--- config.mk ---
export PLATFORM = sky130hd
export DESIGN_NAME = alu_seq
export DESIGN_NICKNAME = d
export VERILOG_FILES = /design/src/rtl/alu_seq.sv
export SDC_FILE = /design/constraint.sdc
export NUM_CORES = 1
export LEC_CHECK = 0
export ABC_AREA = 1
export BUFFER_PORTS_ARGS = -buffer_cell sky130_fd_sc_hd__buf_2
export CAP_MARGIN = 0
export CORE_UTILIZATION = 35
export DETAILED_ROUTE_END_ITERATION = 10
export PLACE_DENSITY = 0.57
export SETUP_SLACK_MARGIN = 0.02
export SLEW_MARGIN = 20
export SYNTH_ARGS = -nofsm -noshare
export SYNTH_HDL_FRONTEND = slang
export SYNTH_SLANG_ARGS = --single-unit
--- constraint.sdc ---
create_clock -name clk_ALU -period 1.93 [get_ports clk_ALU]
set_input_delay 0.386 -clock clk_ALU [delete_from_list [all_inputs] [get_ports clk_ALU]]
set_output_delay 0.386 -clock clk_ALU [all_outputs]
set_load 0.1 [all_outputs]
--- src/rtl/alu_seq.sv ---
// alu_seq: multi-cycle ALU (add, sub, shift-add multiply, restoring A*100/B divide) with a
// start/busy/done handshake. Define ALU_SEQ_DIV_EN to build the scaled divider.
module alu_seq #(
    parameter int unsigned WIDTH   = 11,
    parameter int unsigned RES_W   = 22,
    parameter int unsigned ARIF    = 4,
    parameter int unsigned CONTROL = 3
) (
    input  logic               clk_ALU,
    input  logic               rst_n_ALU,
    input  logic [WIDTH-1:0]   in_numb,
    input  logic [1:0]         keys,
    input  logic [ARIF-1:0]    arif,
    input  logic               start,
    output logic               busy,
    output logic               done,
    output logic [RES_W-1:0]   result,
    output logic [CONTROL-1:0] control
);

    localparam int unsigned      CNT_W   = $clog2(RES_W + 1);
    localparam logic [CNT_W-1:0] MulLast = CNT_W'(WIDTH - 1);
`ifdef ALU_SEQ_DIV_EN
    localparam logic [CNT_W-1:0] DivLast = CNT_W'(RES_W - 1);
`endif

    localparam logic [CONTROL-1:0] CtlPos     = CONTROL'(0);
    localparam logic [CONTROL-1:0] CtlNeg     = CONTROL'(1);
`ifdef ALU_SEQ_DIV_EN
    localparam logic [CONTROL-1:0] CtlDivZero = CONTROL'(2);
    localparam logic [CONTROL-1:0] CtlQuot    = CONTROL'(4);
`endif
    localparam logic [CONTROL-1:0] CtlIll     = CONTROL'(7);

    typedef enum logic [2:0] {
        StIdle     = 3'd0,
        StMul      = 3'd1,
`ifdef ALU_SEQ_DIV_EN
        StDivSetup = 3'd2,
        StDiv      = 3'd3,
`endif
        StFinish   = 3'd4
    } state_e;

    typedef enum logic [2:0] {
        OpAdd     = 3'd0,
        OpSub     = 3'd1,
        OpMul     = 3'd2,
        OpPass    = 3'd3,
`ifdef ALU_SEQ_DIV_EN
        OpDiv     = 3'd5,
        OpDivZero = 3'd6,
`endif
        OpIll     = 3'd4
    } op_e;

    state_e state_q, state_d;
    op_e    op_dec, op_q;

    logic [WIDTH-1:0]   a_q, b_q;
    logic [WIDTH-1:0]   op_a_q, op_b_q, pass_q;
    logic [CNT_W-1:0]   cnt_q;
    // acc_q holds the product during MUL and the dividend/quotient during DIV.
    logic [RES_W-1:0]   acc_q, mcand_q;
    logic [WIDTH-1:0]   mplier_q;
    logic [RES_W-1:0]   result_q, result_d;
    logic [CONTROL-1:0] control_q, control_d;
    logic               done_q, done_d;
    logic               start_acc;

`ifdef ALU_SEQ_DIV_EN
    logic [WIDTH-1:0] rem_q, rem_nxt;
    logic [WIDTH:0]   div_trial;
    logic             div_ge;
`endif

    assign start_acc = (state_q == StIdle) && start;

    // Opcode decode; the divide-by-zero decision uses the pre-edge B that gets snapshotted.
    always_comb begin
        op_dec = OpIll;
        unique case (arif)
            ARIF'(4'b1110): op_dec = OpAdd;
            ARIF'(4'b1101): op_dec = OpSub;
            ARIF'(4'b1011): op_dec = OpMul;
            ARIF'(4'b1111): op_dec = OpPass;
`ifdef ALU_SEQ_DIV_EN
            ARIF'(4'b0111): op_dec = (b_q == '0) ? OpDivZero : OpDiv;
`endif
            default:        op_dec = OpIll;
        endcase
    end

    always_ff @(posedge clk_ALU or negedge rst_n_ALU) begin
        if (!rst_n_ALU) begin
            a_q <= '0;
            b_q <= '0;
        end else begin
            if (keys == 2'b10) a_q <= in_numb;
            if (keys == 2'b01) b_q <= in_numb;
        end
    end

`ifdef ALU_SEQ_DIV_EN
    always_comb begin
        div_trial = {rem_q, acc_q[RES_W-1]};
        div_ge    = div_trial >= {1'b0, op_b_q};
        rem_nxt   = div_ge ? WIDTH'(div_trial - {1'b0, op_b_q}) : div_trial[WIDTH-1:0];
    end
`endif

    always_ff @(posedge clk_ALU or negedge rst_n_ALU) begin
        if (!rst_n_ALU) begin
            op_q     <= OpIll;
            op_a_q   <= '0;
            op_b_q   <= '0;
            pass_q   <= '0;
            cnt_q    <= '0;
            acc_q    <= '0;
            mcand_q  <= '0;
            mplier_q <= '0;
`ifdef ALU_SEQ_DIV_EN
            rem_q    <= '0;
`endif
        end else if (start_acc) begin
            op_q     <= op_dec;
            op_a_q   <= a_q;
            op_b_q   <= b_q;
            pass_q   <= in_numb;
            cnt_q    <= '0;
            acc_q    <= '0;
            mcand_q  <= RES_W'(a_q);
            mplier_q <= b_q;
        end else begin
            case (state_q)
                StMul: begin
                    if (mplier_q[0]) acc_q <= acc_q + mcand_q;
                    mcand_q  <= mcand_q << 1;
                    mplier_q <= mplier_q >> 1;
                    cnt_q    <= cnt_q + 1'b1;
                end
`ifdef ALU_SEQ_DIV_EN
                StDivSetup: begin
                    acc_q <= (RES_W'(op_a_q) << 6) + (RES_W'(op_a_q) << 5)
                           + (RES_W'(op_a_q) << 2);
                    rem_q <= '0;
                    cnt_q <= '0;
                end
                StDiv: begin
                    acc_q <= {acc_q[RES_W-2:0], div_ge};
                    rem_q <= rem_nxt;
                    cnt_q <= cnt_q + 1'b1;
                end
`endif
                default: ;
            endcase
        end
    end

    always_ff @(posedge clk_ALU or negedge rst_n_ALU) begin
        if (!rst_n_ALU) state_q <= StIdle;
        else            state_q <= state_d;
    end

    always_comb begin
        state_d = state_q;
        case (state_q)
            StIdle: begin
                if (start) begin
                    case (op_dec)
                        OpMul:   state_d = StMul;
`ifdef ALU_SEQ_DIV_EN
                        OpDiv:   state_d = StDivSetup;
`endif
                        default: state_d = StFinish;
                    endcase
                end
            end
            StMul:      if (cnt_q == MulLast) state_d = StFinish;
`ifdef ALU_SEQ_DIV_EN
            StDivSetup: state_d = StDiv;
            StDiv:      if (cnt_q == DivLast) state_d = StFinish;
`endif
            StFinish:   state_d = StIdle;
            default:    state_d = StIdle;
        endcase
    end

    always_comb begin
        result_d  = result_q;
        control_d = control_q;
        done_d    = 1'b0;
        busy      = (state_q != StIdle);
        if (state_q == StFinish) begin
            done_d = 1'b1;
            case (op_q)
                OpAdd: begin
                    result_d  = RES_W'({1'b0, op_a_q} + {1'b0, op_b_q});
                    control_d = CtlPos;
                end
                OpSub: begin
                    if (op_a_q < op_b_q) begin
                        result_d  = RES_W'(op_b_q - op_a_q);
                        control_d = CtlNeg;
                    end else begin
                        result_d  = RES_W'(op_a_q - op_b_q);
                        control_d = CtlPos;
                    end
                end
                OpMul: begin
                    result_d  = acc_q;
                    control_d = CtlPos;
                end
                OpPass: begin
                    result_d  = RES_W'(pass_q);
                    control_d = CtlPos;
                end
`ifdef ALU_SEQ_DIV_EN
                OpDiv: begin
                    result_d  = acc_q;
                    control_d = CtlQuot;
                end
                OpDivZero: control_d = CtlDivZero;
`endif
                default: begin
                    result_d  = '0;
                    control_d = CtlIll;
                end
            endcase
        end
    end

    always_ff @(posedge clk_ALU or negedge rst_n_ALU) begin
        if (!rst_n_ALU) begin
            result_q  <= '0;
            control_q <= '0;
            done_q    <= 1'b0;
        end else begin
            result_q  <= result_d;
            control_q <= control_d;
            done_q    <= done_d;
        end
    end

    assign result  = result_q;
    assign control = control_q;
    assign done    = done_q;

endmodule
==> results.ini <==
[synth]
synth_cell_types=41
synth-seq-cells=145
async_reset_ff_frac=1.00
avgSynthCellArea_um2=7.39
yosysMostFrequentCell=nand2_1
synth.cell_area_um2=8980
synth_nets=1295
synthFlopType=dfrtp_1
synth-edff-count=0
synthCells=1215
synthTopCellsByArea=dfrtp_1 (40%), nand2_1 (15%), ha_1 (7.8%)
ys_seq_area_frac=0.404
ys_top_cells_by_count=nand2_1 (367), inv_1 (182), dfrtp_1 (144), o21ai_0 (106), nor2_1 (70)
synth_top_cell_by_area=dfrtp_1
synth_top_area_frac=0.401
yosysWarnings=0

[finish]
fin_util=0.465
nFillCells=2458
finalNetCount=1463
drive_gt1_frac=0.242
n_antenna_cell=0
final_design_area_no_fill_um2=11700
area_growth_pct=30.4

[place]
portBuffers=46
dpl.hpwl_um=20500
gp_congestion=0.920
pre_cts_slack_ps=-348
place_area_um2=10400

[timing]
finalHoldViolCount=0
fin_crit_sh=1.08
max-slew-margin-rel=0.564
rsz0062_at_grt=true
drv_slew=0
clock.fmax_mhz=478
skew_ps=10.9
setup_viol=21
fin_crit_ps=2090
finalWorstSetupSlack_ps=-163
tightest_slew_ps=652
hold-worst-slack_ps=248

[global_routing]
grt.overflow.total=0
antenna_found_initial=0
grt_usage=0.211
grt_first_pass_wirelength_um=42900
grt_max_degree=48
first_global_vias=8065

[drt]
routedWlPerCell_um=15.6
vias=8458
vias_per_cell=4.90
drc=0
first_iter_violations=699
wl_um=27000
dr.pass1.iters=7
ant_nets=0

[die]
chipHeight_um=162
fp.coreArea_um2=25200
dieArea_um2=26300
start_util=0.357
die_width_um=162
ios=47
rows=58

[hold_path]
hp-start=in_numb[6]
min_path_cells=3
whs_endpoint=pass_q[6]
hold_path_class=in -> reg

[clock_tree]
clock_path_buffers=2
h-tree-depth=4
insertion_delay_ps=430
cts_tree=done
ctsRootBufferMaster=clkbuf_16
cts_buffers=17
cts.sinks=145
path_clk_slew_ps=60

[power]
p_sw_w=0.0108
power.share.clock=0.159
ir_drop_v=0.00150
pwr-share-comb=0.635
p_int_w=0.0115
p_total_w=0.0224
p_leak_nw=6.01
share_seq_of_total_power=0.207
power_density_nw_per_um2=1910
switching_share=0.485

[setup_path]
crit_fanout=3
worst-r2r-setup-slack_ps=-160
r2r_end=result[2]
worstPathCellList=buf_4 > ha_2 > fa_2 > buf_4 > or2_2 > a31oi_4 > nand2_1 > nand2_1 > nand2_1
r2r_start=op_a_q[0]
reg2reg_depth=9
criticalPathCategory=reg -> reg
crit_arrival_ps=2420
cpMostUsedCell=nand2_1
critPathCaptureType=register
cp.required_ps=2250
cp-start-kind=register
slowest_stage=fa_2
crit_path_max_incr_delay_ps=420

[run_status]
violations=negative setup slack
outcome=finished, violations left

[flow_run]
cap_violations=0

==> registers in the layout, summed over array words and instances, names as in the netlist <==
register,cells
mcand_q,22
done,1
acc_q,22
op_q,3
b_q,11
cnt_q,5
result,22
a_q,11
op_b_q,11
pass_q,11
state_q,2
mplier_q,11
control,2
op_a_q,11
==> what timing repair did <==
| item | CTS | global route |
|---|---|---|
| resized for setup | 35 | 90 |
| pin swaps | 10 | 22 |
| setup endpoints to repair | 32 | 48 |
| hold endpoints to repair | 31 | 0 |
| hold buffers | 1 | 0 |
| buffers inserted | 1 | 10 |
| gates cloned | 0 | 0 |
==> worst max-delay path: cells and delay by family (launching register included) <==
kind,cells,cell delay (ps)
compound gates,1,220
fa+ha+maj,2,620
buf+inv,2,290
flops,1,390
simple gates,4,470
==> stage by stage <==
| step | setup TNS (ps) | instances |
|---|---|---|
| finish | -2550 | 1726 |
| CTS | -1900 | 1716 |
| floorplan | 0 | 1215 |
| global route | -5180 | 1726 |
| global placement | -3380 | 1682 |
| detailed placement | -3900 | 1682 |
==> per-layer routing <==
metal | part of all wire | vias to the layer above | global-route usage | routed length [um]
met1 | 0.50 | 3979 | 0.307 | 13400
met2 | 0.44 | 180 | 0.321 | 11900
li1 | - | 4256 | - | -
met4 | 0.020 | 0 | 0.0635 | 537
met3 | 0.042 | 43 | 0.0317 | 1140
met5 | 0 | - | 0 | 0
==> layout by cell type (no fill, tap or decap), types with 6 or more instances in the layout <==
cell	netlist	final
nand2_2	3	20
buf_4	7	133
ha_1	56	34
nand2_1	367	349
a21oi_1	51	39
o21ai_1	3	9
ha_4	0	19
nand3_2	4	16
a21oi_2	0	11
xor2_1	9	8
nor2_1	70	58
nand3_1	65	52
clkbuf_16	0	17
o221ai_1	20	20
o21ai_0	106	96
nor3_1	11	8
inv_1	182	178
buf_2	11	45
nor2_2	3	14
o21bai_1	6	6
inv_2	5	8
o22ai_1	27	26
nand4_1	13	13
dfrtp_1	144	142
==> how the worst max path moves through the flow <==
| stage | start | to | slack [ps] | cells after the start |
|---|---|---|---|---|
| floorplan | op_a_q[0] | result[3] | 20 | 14 |
| global placement | op_a_q[0] | result[4] | -360 | 12 |
| detailed placement | op_a_q[0] | result[4] | -350 | 12 |
| CTS | op_a_q[0] | result[5] | -130 | 14 |
| global route | op_a_q[0] | result[14] | -280 | 14 |
| finish | op_a_q[0] | result[2] | -160 | 9 |
==> power groups by stage <==
stage                     sequential, W  combinational [W]  clock [W]
after floorplan                 0.00583            0.00675          0
after CTS                       0.00455             0.0133    0.00359
final                           0.00463             0.0142    0.00354
after detailed placement        0.00458             0.0129          0
after global routing            0.00474             0.0155    0.00373
after global placement          0.00455             0.0129          0
==> cell families (layout without fill, tap and decap cells) <==
family | after synthesis | in the layout | share of synthesized area
buffers and inverters | 227 | 408 | 0.103
AOI/OAI and AO/OA | 226 | 226 | 0.144
DFF | 145 | 145 | 0.404
adders and majority gates | 60 | 60 | 0.0870
and+or+nand+nor | 546 | 546 | 0.251
xor gates and xnor gates | 11 | 11 | 0.0107
==> area by class of cell <==
class                   count  area (um^2)  share of cell area
clock buffers              19          453              0.0387
clock inverters            13          171              0.0146
well taps                 330          413              0.0353
inverters                 188          708              0.0605
flip-flops and latches    145         3630               0.310
multi-input cells         843         4960               0.423
repair buffers            188         1370               0.117
(Power assumes the default switching activity.)
